`src/rtl/cc_randomselect_pkg.sv`:
```
// cc_randomselect_pkg: shared state encoding, LFSR taps, select codes and pattern pick
package cc_randomselect_pkg;

    typedef enum logic [1:0] {
        IDLE = 2'd0,
        GAP  = 2'd1,
        EMIT = 2'd2
    } state_t;

    // Feedback taps for x^8 + x^6 + x^5 + x^4 + 1 (bit indices of the 8-bit register)
    localparam int TAP_A = 7;
    localparam int TAP_B = 5;
    localparam int TAP_C = 4;
    localparam int TAP_D = 3;

    localparam logic [1:0] NADA = 2'd0;
    localparam logic [1:0] R1   = 2'd1;
    localparam logic [1:0] R2   = 2'd2;
    localparam logic [1:0] R3   = 2'd3;

    // Pattern choice from the LFSR: first nonzero of bits[4:3], bits[6:5], else pattern 1
    function automatic logic [1:0] pick(input logic [7:0] v);
        return (v[4:3] != NADA) ? v[4:3] : (v[6:5] != NADA) ? v[6:5] : R1;
    endfunction

endpackage

```
`src/rtl/cc_lfsr8.sv`:
```
// cc_lfsr8: free-running 8-bit Fibonacci LFSR with a lock-up guard back to the seed
module cc_lfsr8
    import cc_randomselect_pkg::*;
#(
    parameter int                   LFSRWIDTH = 8,
    parameter logic [LFSRWIDTH-1:0] SEED      = 8'hA5
) (
    input  logic                 CC_LFSR8_CLOCK_50,
    input  logic                 CC_LFSR8_RESET_InLow,
    output logic [LFSRWIDTH-1:0] CC_LFSR8_lfsr_OutBUS
);

    logic [LFSRWIDTH-1:0] r_lfsr;
    logic                 w_fb;

    assign w_fb = r_lfsr[TAP_A] ^ r_lfsr[TAP_B] ^ r_lfsr[TAP_C] ^ r_lfsr[TAP_D];
    assign CC_LFSR8_lfsr_OutBUS = r_lfsr;

    // Shift every clock; an all-zero register would stick, so reload the seed instead
    always_ff @(posedge CC_LFSR8_CLOCK_50 or negedge CC_LFSR8_RESET_InLow) begin
        if (!CC_LFSR8_RESET_InLow)
            r_lfsr <= SEED;
        else
            r_lfsr <= (r_lfsr == '0) ? SEED : {r_lfsr[LFSRWIDTH-2:0], w_fb};
    end

endmodule

```
`src/rtl/cc_random_select_gen.sv`:
```
// cc_random_select_gen: gap/emit sequencer driving the random-obstacle pattern mux select
module cc_random_select_gen
    import cc_randomselect_pkg::*;
#(
    parameter int                   SELECTWIDTH = 2,
    parameter int                   LFSRWIDTH   = 8,
    parameter logic [LFSRWIDTH-1:0] SEED        = 8'hA5,
    parameter int                   MINGAP      = 2,
    parameter int                   HOLD        = 1
) (
    input  logic                   CC_RANDOMSELECT_CLOCK_50,
    input  logic                   CC_RANDOMSELECT_RESET_InLow,
    input  logic                   CC_RANDOMSELECT_enable_In,
    input  logic                   CC_RANDOMSELECT_tick_In,
    output logic [SELECTWIDTH-1:0] CC_RANDOMSELECT_select_OutBUS,
    output logic                   CC_RANDOMSELECT_new_Out,
    output logic                   CC_RANDOMSELECT_busy_Out,
    output logic [LFSRWIDTH-1:0]   CC_RANDOMSELECT_lfsr_OutBUS
);

    state_t                 r_state;
    logic [SELECTWIDTH-1:0] r_select;
    logic                   r_new;
    logic [3:0]             r_gap_cnt;
    logic [3:0]             r_hold_cnt;
    logic [LFSRWIDTH-1:0]   w_lfsr;
    logic [3:0]             w_gap_load;

    cc_lfsr8 #(
        .LFSRWIDTH (LFSRWIDTH),
        .SEED      (SEED)
    ) u_lfsr (
        .CC_LFSR8_CLOCK_50    (CC_RANDOMSELECT_CLOCK_50),
        .CC_LFSR8_RESET_InLow (CC_RANDOMSELECT_RESET_InLow),
        .CC_LFSR8_lfsr_OutBUS (w_lfsr)
    );

    assign w_gap_load = 4'(MINGAP) + {1'b0, w_lfsr[2:0]};

    assign CC_RANDOMSELECT_select_OutBUS = r_select;
    assign CC_RANDOMSELECT_new_Out       = r_new;
    assign CC_RANDOMSELECT_busy_Out      = (r_state != IDLE);
    assign CC_RANDOMSELECT_lfsr_OutBUS   = w_lfsr;

    // Sequencer: disable wins over tick; gap and emit windows count down one tick at a time
    always_ff @(posedge CC_RANDOMSELECT_CLOCK_50 or negedge CC_RANDOMSELECT_RESET_InLow) begin
        if (!CC_RANDOMSELECT_RESET_InLow) begin
            r_state    <= IDLE;
            r_select   <= NADA;
            r_new      <= 1'b0;
            r_gap_cnt  <= '0;
            r_hold_cnt <= '0;
        end else begin
            r_new <= 1'b0;
            if (r_state == IDLE) begin
                if (CC_RANDOMSELECT_enable_In) begin
                    r_state   <= GAP;
                    r_gap_cnt <= w_gap_load;
                end
            end else if (!CC_RANDOMSELECT_enable_In) begin
                r_state    <= IDLE;
                r_select   <= NADA;
                r_gap_cnt  <= '0;
                r_hold_cnt <= '0;
            end else if (CC_RANDOMSELECT_tick_In) begin
                if (r_state == GAP) begin
                    if (r_gap_cnt == 4'd1) begin
                        r_state    <= EMIT;
                        r_select   <= pick(w_lfsr);
                        r_hold_cnt <= 4'(HOLD);
                        r_new      <= 1'b1;
                    end else begin
                        r_gap_cnt <= r_gap_cnt - 4'd1;
                    end
                end else begin
                    if (r_hold_cnt == 4'd1) begin
                        r_state   <= GAP;
                        r_select  <= NADA;
                        r_gap_cnt <= w_gap_load;
                    end else begin
                        r_hold_cnt <= r_hold_cnt - 4'd1;
                    end
                end
            end
        end
    end

endmodule
```
`config.mk`:
```
export PLATFORM = sky130hd
export DESIGN_NAME = cc_random_select_gen
export DESIGN_NICKNAME = d
export VERILOG_FILES = /design/src/rtl/cc_randomselect_pkg.sv /design/src/rtl/cc_lfsr8.sv /design/src/rtl/cc_random_select_gen.sv
export SDC_FILE = /design/constraint.sdc
export NUM_CORES = 1
export LEC_CHECK = 0
export CORE_ASPECT_RATIO = 0.75
export CORE_MARGIN = 5
export CORE_UTILIZATION = 60
export CTS_CLUSTER_SIZE = 24
export DETAILED_ROUTE_END_ITERATION = 6
export DONT_BUFFER_PORTS = 1
export PLACE_DENSITY_LB_ADDON = 0.25
export SYNTH_ARGS = -nofsm -noshare
export SYNTH_HDL_FRONTEND = slang
export SYNTH_SLANG_ARGS = --single-unit
```
`constraint.sdc`:
```
create_clock -name CC_RANDOMSELECT_CLOCK_50 -period 3.65 [get_ports CC_RANDOMSELECT_CLOCK_50]
set_clock_uncertainty 0.1 [all_clocks]
set_input_delay 0.73 -clock CC_RANDOMSELECT_CLOCK_50 [delete_from_list [all_inputs] [get_ports CC_RANDOMSELECT_CLOCK_50]]
set_output_delay 0.73 -clock CC_RANDOMSELECT_CLOCK_50 [all_outputs]
set_load 0.02 [all_outputs]
```
## Word level (Yosys, flattened, before mapping)

Cells that the tools add are included.
Widths: inputs -> output; s select.

| word-level totals | value |
|---|---|
| bits in registers | 21 |
| input port bits | 4 |

| cells by class | value |
|---|---|
| add/subtract/negate cells | 3 |
| equal/unequal tests | 12 |
| muxes and demuxes | 32 |
| bitwise logic cells | 4 |
| reduce and logical (&&, ||, !) cells | 9 |

Operator list:

| cell | number |
|---|---|
| $mux 4 | 12 |
| $mux 2 | 14 |
| $reduce_and 4->1 | 4 |
| $eq 4x1->1 const B | 2 |
| $logic_not 8->1 | 1 |
| $mux 8 | 1 |
| $sub 4x1->4 const B | 2 |
| $ne 3x1->1 const B | 2 |
| $reduce_bool 2->1 | 3 |
| $mux 1 | 5 |
| $add 2x3->4 const A | 1 |
| $ne 4x1->1 const B | 1 |
| $ne 4x3->1 const B | 1 |
| $ne 4x4->1 const B | 1 |
| $ne 3x2->1 const B | 1 |
| $ne 3x3->1 const B | 1 |
| $xor 1x1->1 | 3 |
| $eq 2x1->1 const B | 1 |
| $logic_not 2->1 | 1 |
| $ne 2x1->1 const B | 1 |
| $ne 2x2->1 const B | 1 |
| $not 1->1 | 1 |

## Logic depth before layout (Yosys ltp)

| depth | value |
|---|---|
| depth in word-level cells | 7 |
| depth in mapped cells | 6 |
| depth with buffers taken out | 6 |

## By module

A second synthesis with hierarchy kept.

| second synthesis, totals | value |
|---|---|
| cell total of the unflattened synthesis | 121 |
| area total of the unflattened synthesis | 1,238.7 um2 |

By module, submodules not included:

| module | instances | cells each | area each (um2) |
|---|---|---|---|
| cc_random_select_gen | 1 | 95 | 913.4 |
| cc_lfsr8 | 1 | 26 | 325.3 |

## Least setup slack after synthesis

Ideal clock, no wire load.

| timing path | value |
|---|---|
| kind | input to register |
| from | input port CC_RANDOMSELECT_enable_In |
| to | register r_gap_cnt[0] |
| arrival time | 1.708 ns |
| data required time | 3.425 ns |
| slack | 1.717 ns |
| cell stages on the path | 4 |
| cell sequence | or3b_2 o211ai_2 or3_4 mux2_4 |

| between the ends | value |
|---|---|
| longest elaborated chain between the ends | 2 |

Ends and longest elaborated chain:

| element | RTL line | source |
|---|---|---|
| start: declaration | cc_random_select_gen.sv:13 | `input logic CC_RANDOMSELECT_enable_In,` |
| $ne 4x4->1 (no source line), or another cell as far along | -- |  |
| $reduce_and 4->1 (no source line) / $mux 4 (equally long branches) | -- |  |
| end signal: assignment | cc_random_select_gen.sv:58 | `r_gap_cnt <= w_gap_load;` |
| end signal: assignment | cc_random_select_gen.sv:73 | `r_gap_cnt <= r_gap_cnt - 4'd1;` |
| end signal: assignment | cc_random_select_gen.sv:79 | `r_gap_cnt <= w_gap_load;` |
| end: declaration | cc_random_select_gen.sv:24 | `logic [3:0] r_gap_cnt;` |

Parallel ways exist; a longest one is shown, timed or not.
A chain may end at the register's enable or synchronous reset.

## Final worst setup path

| timing path | value |
|---|---|
| from | register r_state[1] |
| to | output port CC_RANDOMSELECT_busy_Out |

| between the ends | value |
|---|---|
| longest elaborated chain between the ends | 1 |

Ends and longest elaborated chain:

| element | RTL line | source |
|---|---|---|
| start: declaration | cc_random_select_gen.sv:21 | `state_t r_state;` |
| start signal: assignment | cc_random_select_gen.sv:48 | `r_state <= IDLE;` |
| start signal: assignment | cc_random_select_gen.sv:57 | `r_state <= GAP;` |
| start signal: assignment | cc_random_select_gen.sv:61 | `r_state <= IDLE;` |
| $reduce_bool 2->1 | cc_random_select_gen.sv:42 | `assign CC_RANDOMSELECT_busy_Out = (r_state != IDLE);` |
| end: declaration | cc_random_select_gen.sv:17 | `output logic CC_RANDOMSELECT_busy_Out,` |

No other way between the ends.

==> metrics.csv <==
metric;value;unit
clk_path_buf_depth;2;
cp.arrival;1260;ps
clk_pin_slew;130;ps
clkSinkCount;21;
syn_nets;133;
ios;16;
yosysWarnings;0;
ant_nets;0;
setup_tns;0;ps
insertion_delay;310;ps
maxSlewViolCount;0;
ys_async_sr_fraction;100;%
syn-instance-count;124;
synth_top_area_share;33.8;%
hp-class;input pin to async pin;
placed_cells_incl_taps;141;
yosysTopAreaCell;dfrtp_1;
fp.dieW;62.9;um
ctsResizeCount;0;
rows;14;
grt_use_total;16.7;%
fin_crit;2090;ps
synth_edf_count;0;
routed_wl;2.41;mm
die_area;3120;sq um
crit_path_end_kind;primary output;
drv_cap;0;
dr.pass1.iters;4;
power;729;uW
netlist-cell-type-count;45;
start_util;63.0;%
nets;132;
drive_above_1_share;17.2;%
register_area;531;sq um
crit_path_max_fanout;14;
fin_crit_sh;57.2;%
core_area;2000;sq um
port_buffers;0;
post_drt_wl_per_cell;16.5;um
fillCellCount;167;
synthTopCellsByCount;dfrtp_1 (17), inv_1 (13), nand2_1 (11);
setup_slack;1560;ps
crit_path_start_kind;register;
dp_hpwl;1.78;mm
ys_ff_latch;21;
gp_congestion;0.849;
reg2reg_to;r_gap_cnt[0];
critical_path_class;register to primary output;
wl_met1;1.20;mm
placedInstanceArea;1250;sq um
drtIter0Drc;31;
wl_met2;1.11;mm
max_slew_margin;45.3;%
root_buffer;clkbuf_4;
grt_max_degree;18;
cp_slowest_stage_delay;550;ps
wl_met3;87;um
gr-total-overflow;0;
routed.top_layer;met4;
grt_first_pass_wirelength;4.22;mm
power.density;567;nW/um^2
areaGrowthSynthToFinish;2.09;%
synthMostInstantiatedCell;dfrtp_1;
ys.flop_type;dfrtp_1;
syn_area;1260;sq um
reg2reg_depth;4;
cts_made_buffers;3;
hold_viol;0;
critical_path_required;2820;ps
tightest_slew;817;ps
instances_no_fill;146;
vias;869;
htree_levels;1;
status;finished, final reports clean;
cts_tree;done;
fmax;479;MHz
leakage;0.587;nW
regToRegSetupSlack;1790;ps
vias_per_cell;5.95;
synth_area_leaders;dfrtp_1 (34%), dfstp_2 (8.3%), ha_1 (5.0%);
rsz0062_at_grt;no;
syn_area_per_cell;10.2;sq um
grt_pass1_vias;848;
path_cells;nor2_1 -> inv_1;
slowest_stage;dfrtp_1;
ir_drop;330;uV
synth-seq-area-share;42.1;%
drc;0;
place_ws;1670;ps
setup_viol;0;
design_area;1280;sq um
multiInputGateArea;638;sq um
antenna_found_initial;0;
diodes;0;
die_y;49.7;um
worstReg2RegStart;r_state[1];
==> worst max-delay path, delay by kind of cell (launching register included) <==
kind | cells | cell delay (ps)
DFF | 1 | 550
and+or+nand+nor | 1 | 240
buffers and inverters | 1 | 150
==> layer usage <==
metal,vias to the layer above,global-route usage (%)
met5,-,0
met4,0,2.12
li1,425,-
met1,430,24.0
met3,2,5.00
met2,12,25.4
==> kinds of logic after synthesis <==
| group | after synthesis | synth area share, % |
|---|---|---|
| mux | 5 | 5.17 |
| compound gates | 27 | 15.3 |
| simple gates | 42 | 22.5 |
| xor+xnor | 4 | 2.78 |
| buf+inv | 20 | 7.16 |
| flops | 21 | 42.1 |
| fa+ha+maj | 5 | 4.97 |
==> flip-flops by register name, summed over array words and instances (netlist names) <==
| name | flops |
|---|---|
| r_hold_cnt | 4 |
| CC_RANDOMSELECT_new_Out | 1 |
| r_gap_cnt | 4 |
| r_state | 2 |
| CC_RANDOMSELECT_select_OutBUS | 2 |
| u_lfsr.CC_LFSR8_lfsr_OutBUS | 8 |
==> how the worst max path moves through the flow <==
stage | slack, ps | to | startpoint | cells after the start
5_1_grt | 1480 | CC_RANDOMSELECT_busy_Out | r_state[1] | 2
3_3_place_gp | 1690 | r_gap_cnt[1] | CC_RANDOMSELECT_enable_In | 4
3_5_place_dp | 1670 | r_gap_cnt[3] | CC_RANDOMSELECT_enable_In | 4
2_1_floorplan | 1720 | r_gap_cnt[0] | CC_RANDOMSELECT_enable_In | 4
4_1_cts | 1550 | CC_RANDOMSELECT_busy_Out | r_state[1] | 2
6_report | 1560 | CC_RANDOMSELECT_busy_Out | r_state[1] | 2
==> power by group <==
group	internal (mW)	switching (mW)
sequential	0.275	0.0583
clock	0.0410	0.0754
combinational	0.148	0.131
total	0.464	0.265
==> per-stage QoR <==
stage	utilization, %	hold slack, ps
3_3_place_gp	62.5	335
5_1_grt	64.3	98.4
3_5_place_dp	62.5	335
4_1_cts	64.3	132
6_report	64.3	137
2_1_floorplan	-	334
==> final cells by class <==
class | count | area share [%]
clock buffers | 3 | 1.75
clock inverters | 1 | 0.389
inverters | 13 | 3.80
multi-input cells | 83 | 49.7
flip-flops and latches | 21 | 41.3
well taps | 24 | 2.34
repair buffers | 1 | 0.779
==> timing repair <==
item	4_1_cts	5_1_grt
hold endpoints to repair	17	0
hold buffers	1	0
buffers inserted	0	0
==> cell usage in the layout, fill, tap and decap left out, types with 2 or more instances in the layout <==
cell type | Yosys | routed
dfrtp_1 | 17 | 17
inv_1 | 13 | 13
nand2_1 | 11 | 11
o21ai_0 | 7 | 7
nand2b_1 | 6 | 6
ha_1 | 5 | 5
a21oi_1 | 4 | 4
dfstp_2 | 4 | 4
nor2_1 | 3 | 3
nor3_1 | 3 | 3
mux2_4 | 3 | 3
o22ai_1 | 3 | 3
clkbuf_4 | 0 | 3
nor4_1 | 2 | 2
xor2_1 | 2 | 2
xnor2_1 | 2 | 2
nor2b_1 | 2 | 2
a2bb2oi_1 | 2 | 2
mux2i_1 | 2 | 2
o31ai_1 | 2 | 2
o2bb2ai_1 | 2 | 2
Note: power is estimated with default switching activity, not from simulation.
